<file path="config.mk">
export PLATFORM = sky130hd
export DESIGN_NAME = half_subtractor
export DESIGN_NICKNAME = d
export VERILOG_FILES = /design/src/rtl/half_subtractor_pkg.sv /design/src/rtl/half_subtractor_bit_cell.sv /design/src/rtl/half_subtractor.sv
export SDC_FILE = /design/constraint.sdc
export NUM_CORES = 1
export LEC_CHECK = 0
export CAP_MARGIN = 40
export CORE_MARGIN = 2
export CORE_UTILIZATION = 39
export CTS_CLUSTER_SIZE = 8
export DETAILED_ROUTE_END_ITERATION = 10
export PLACE_DENSITY_LB_ADDON = 0.25
export SLEW_MARGIN = 20
export SYNTH_ARGS = -nofsm -noshare
export SYNTH_HDL_FRONTEND = slang
export SYNTH_SLANG_ARGS = --single-unit
</file>
<file path="constraint.sdc">
create_clock -name clk -period 1.2 [get_ports clk]
set_input_delay 0.18 -clock clk [delete_from_list [all_inputs] [get_ports clk]]
set_output_delay 0.18 -clock clk [all_outputs]
set_load 0.1 [all_outputs]
</file>
<file path="src/rtl/half_subtractor_pkg.sv">
// Shared helpers for the half_subtractor datapath.
//   fs_borrow : borrow-out of a full-subtractor stage built from two half cells.
package half_subtractor_pkg;

  // A stage borrows if either the a-b half cell or the (a^b)-bin half cell borrows;
  // the two can never both be 1, so OR is exact.
  function automatic logic fs_borrow(input logic bo_lo, input logic bo_hi);
    return bo_lo | bo_hi;
  endfunction

endpackage

</file>
<file path="src/rtl/half_subtractor_bit_cell.sv">
// hs_bit_cell: one-bit half subtractor, purely combinational.
// Ports:
//   x  : minuend bit
//   y  : subtrahend bit
//   d  : difference bit, x ^ y
//   bo : borrow-out, ~x & y
module hs_bit_cell (
  input  logic x,
  input  logic y,
  output logic d,
  output logic bo
);

  assign d  = x ^ y;
  assign bo = ~x & y;

endmodule

</file>
<file path="src/rtl/half_subtractor.sv">
// half_subtractor: registered unsigned subtractor with 1-cycle latency and a
// saturating counter of results that borrowed.
// Ports:
//   clk          : clock, rising edge
//   rst          : synchronous active-high reset
//   a, b         : minuend / subtrahend, qualified by in_valid
//   in_valid     : a/b valid this cycle
//   diff         : registered (a - b) mod 2^WIDTH
//   borrow       : registered borrow-out (a < b)
//   out_valid    : diff/borrow carry a new result this cycle
//   borrow_count : saturating count of accepted inputs with borrow=1
module half_subtractor
  import half_subtractor_pkg::*;
#(
  parameter int WIDTH     = 1,
  parameter int CNT_WIDTH = 8
) (
  input  logic                 clk,
  input  logic                 rst,
  input  logic [WIDTH-1:0]     a,
  input  logic [WIDTH-1:0]     b,
  input  logic                 in_valid,
  output logic [WIDTH-1:0]     diff,
  output logic                 borrow,
  output logic                 out_valid,
  output logic [CNT_WIDTH-1:0] borrow_count
);

  logic [WIDTH-1:0] diff_next;
  logic             borrow_next;

  generate
    if (WIDTH == 1) begin : g_half
      // No borrow-in exists for a single bit, so one half cell is the whole datapath.
      hs_bit_cell u_cell (
        .x  (a[0]),
        .y  (b[0]),
        .d  (diff_next[0]),
        .bo (borrow_next)
      );
    end else begin : g_ripple
      logic [WIDTH:0] chain;
      assign chain[0] = 1'b0;

      for (genvar i = 0; i < WIDTH; i++) begin : g_bit
        logic d_lo;
        logic bo_lo;
        logic bo_hi;

        hs_bit_cell u_lo (
          .x  (a[i]),
          .y  (b[i]),
          .d  (d_lo),
          .bo (bo_lo)
        );

        hs_bit_cell u_hi (
          .x  (d_lo),
          .y  (chain[i]),
          .d  (diff_next[i]),
          .bo (bo_hi)
        );

        assign chain[i+1] = fs_borrow(bo_lo, bo_hi);
      end

      assign borrow_next = chain[WIDTH];
    end
  endgenerate

  always_ff @(posedge clk) begin
    if (rst) begin
      diff         <= '0;
      borrow       <= 1'b0;
      out_valid    <= 1'b0;
      borrow_count <= '0;
    end else begin
      out_valid <= in_valid;
      if (in_valid) begin
        diff   <= diff_next;
        borrow <= borrow_next;
        // Stick at all-ones instead of wrapping.
        if (borrow_next && (borrow_count != {CNT_WIDTH{1'b1}}))
          borrow_count <= borrow_count + 1'b1;
      end
    end
  end

endmodule

</file>
==> results.yml <==
outcome:
  status: "finished with violations"
  violations: "negative setup slack"
cells_and_area:
  area_growth_pct: 93.98
  seq_area_um2: 252.7
  drive_gt1_frac: 0.5930
  multiInputGateArea_um2: 336.6
  final_area_um2: 1007
  num_antenna_cells: 0
  nNetsFinal: 94
  final.fill_count: 83
pwr:
  irDropWorstVdd_mv: 0.5986
  power_density_nw_per_um2: 778.7
  leakage_nw: 0.3794
grt:
  grt.total_usage: 0.2369
  grt_use_met3: 0.04444
  grt_overflow: 0
  grt_pass1_vias: 510
  grt.met1_usage: 0.2550
  grt_pass1_wl_mm: 2.463
  grt-busiest-layer: "met2"
  grt_use_met2: 0.4286
  grt_max_degree: 8
  antenna_found_initial: 0
timing:
  setup_ws_ns: -0.1630
  worst_hold_slack_ns: 0.3887
  fin_crit_sh: 1.136
  rsz0062_at_grt: "true"
  period_needed_ns: 1.363
  setup_viol: 6
  slew_headroom: 0.8129
  drv_slew: 0
  max_freq_mhz: 733.7
  finalHoldViolCount: 0
  skew_ns: 0.004763
  tightestPinTransition_ns: 0.2807
clock_tree:
  clock_path_buffers: 2
  cts_buffers: 3
  cts_root_buffer: "clkbuf_4"
  clock_sinks: 11
  htree_num_levels: 1
  path_clk_slew_ns: 0.07
  worstSkewPairLatency_ns: 0.27
  cts_tree: "built"
floorplanning:
  num_rows: 13
  die_w_um: 40.49
  io_pins: 16
  die_area_um2: 1639
  start_util: 0.4093
  core-area_um2: 1269
  dieHeight_um: 40.49
detailed_routing:
  antenna_left: 0
  post-route-drc-count: 0
  routed_wl_mm: 1.532
  drt-pass1-iter-count: 4
  wire_per_inst_um: 15.17
  avgViaCountPerCell: 5.406
  first_iter_violations: 11
  vias: 546
hold_path:
  holdPathStages: 3
  hold_path.class: "input port to flip-flop"
  holdPathEnd: "diff"
  hp-start: "b"
yosys:
  ys_seq_elements: 11
  syn_area_per_cell_um2: 9.797
  yosysUniqueCellTypes: 21
  netlist_instances: 53
  yosysWarnings: 0
  syn_nets: 60
  syn_area_um2: 519.2
  yosysSeqAreaShare: 0.4241
placed_design:
  finalWeightedCongestion: 0.7852
  dpl.hpwl_mm: 1.096
  portBuffers: 15
  place_area_um2: 944.7
worst_setup_path:
  worst_ep_required_time_ns: 1.35
  cp_max_fo: 4
  slowest_stage: "dfxtp_4"
  rr_endpoint: "borrow_count[0]"
  cp.arrival_ns: 1.52
  max_stage_delay_ns: 0.37
  path_cells: "ha_4 > and3_4 > a21o_1 > xor2_1 > nor2_1"
  critPathKind: "flip-flop to flip-flop"
  rr_startpoint: "borrow_count[0]"
  worstRegToRegCells: 5
  regToRegSetupSlack_ns: -0.16
  start_kind: "flip-flop"
  critPathBufInv: 0
  crit_family: "flip-flops"
  endpoint_kind: "flip-flop"
run:
  cap_violations: 0
-- cells in the mapped netlist --
master / instances / area share
nand2_1: 4 / 0.029
o2111ai_1: 1 / 0.017
nor4_2: 1 / 0.024
inv_1: 1 / 0.0072
dfxtp_1: 11 / 0.42
nor2b_1: 1 / 0.012
a211oi_1: 3 / 0.043
a21o_1: 1 / 0.014
xnor2_1: 4 / 0.067
nand3_1: 2 / 0.019
nand2b_1: 1 / 0.012
and3_4: 1 / 0.022
a21oi_1: 1 / 0.0096
and4_4: 1 / 0.022
nor2_1: 10 / 0.072
xor2_1: 2 / 0.034
mux2i_1: 2 / 0.039
ha_1: 2 / 0.048
nand4_1: 2 / 0.024
clkbuf_1: 1 / 0.0072
a2111oi_4: 1 / 0.053
-- where the power goes --
part / internal [W] / total [W] / switching, W / leakage, nW
Clock: 0.000129 / 0.000258 / 0.000129 / 0.0150
Sequential: 0.000358 / 0.000367 / 0.00000928 / 0.0965
Combinational: 0.0000647 / 0.000159 / 0.0000943 / 0.268
-- cells in the final DEF, fill, tap and decap left out, types with 2 or more instances in the layout --
cell           netlist  routed
buf_4                0      15
buf_12               0      11
nor2_1              10       9
dfxtp_4              0       8
xnor2_1              4       4
nand2_1              4       3
clkbuf_4             0       3
dlygate4sd2_1        0       3
xor2_1               2       2
nand4_1              2       2
a211oi_2             0       2
mux2i_1              2       2
ha_4                 0       2
dfxtp_2              0       2
-- repair_timing --
action,4_1_cts,5_1_grt
hold buffers,0,0
buffers inserted,0,1
resized for setup,9,2
hold endpoints to repair,0,0
setup endpoints to repair,8,8
cloned,0,0
pin swaps,10,2
-- layout make-up --
class,instances,share of cell area
Multi-Input combinational cell,40,0.3342
Timing Repair Buffer,30,0.3665
Tap cell,15,0.01863
Inverter,1,0.003727
Sequential cell,11,0.2509
Clock buffer,4,0.02609
-- layer usage --
| layer | vias up | wire (µm) | share of wire |
|---|---|---|---|
| li1 | 258 | - | - |
| met1 | 248 | 580 | 0.38 |
| met2 | 28 | 818 | 0.53 |
| met3 | 12 | 85 | 0.055 |
| met4 | 0 | 48 | 0.031 |
| met5 | - | 0 | 0 |
-- logic make-up (layout without fill, tap and decap cells) --
logic type,count (synthesis),count (layout),share of synthesized area
multiplexers,2,2,0.03856
XOR/XNOR,6,6,0.1012
AND/OR/NAND/NOR,23,23,0.2361
AO/OA/AOI/OAI,7,7,0.1374
buffers and inverters,2,35,0.01444
adder cells (fa/ha/maj),2,2,0.04819
flip-flops,11,11,0.4241
-- worst min-delay path, delay by kind of cell --
kind                       cells  cell delay [ns]
buffers and inverters          1             0.25
adders and majority gates      1             0.14
AOI/OAI and AO/OA              1             0.06
-- worst max path at each step --
stage                     cells after the start            start         endpoint  slack (ns)
after floorplan                               5  borrow_count[1]  borrow_count[7]       -0.23
after global placement                        6                b  borrow_count[7]       -0.39
after detailed placement                      6                b  borrow_count[7]       -0.49
after CTS                                     5  borrow_count[0]  borrow_count[7]       -0.11
after global routing                          5  borrow_count[0]  borrow_count[0]       -0.19
final                                         5  borrow_count[0]  borrow_count[0]       -0.16
-- flip-flops by register name, indices dropped and copies added, names as in the netlist --
signal,flops
diff,1
out_valid,1
borrow,1
borrow_count,8
-- metrics by stage --
step           cells  power [W]  TNS, ns  worst slack [ns]    util
4_1_cts          100  0.0007825  -0.3900           -0.1072  0.7821
3_5_place_dp      96  0.0005279   -3.344           -0.4948  0.7446
2_1_floorplan     53  0.0004540   -1.518           -0.2298       -
3_3_place_gp      96  0.0005238   -2.731           -0.3919  0.7446
6_report         101  0.0007843  -0.5411           -0.1630  0.7939
5_1_grt          101  0.0008151  -0.8073           -0.1919  0.7939
(Power assumes the default switching activity.)
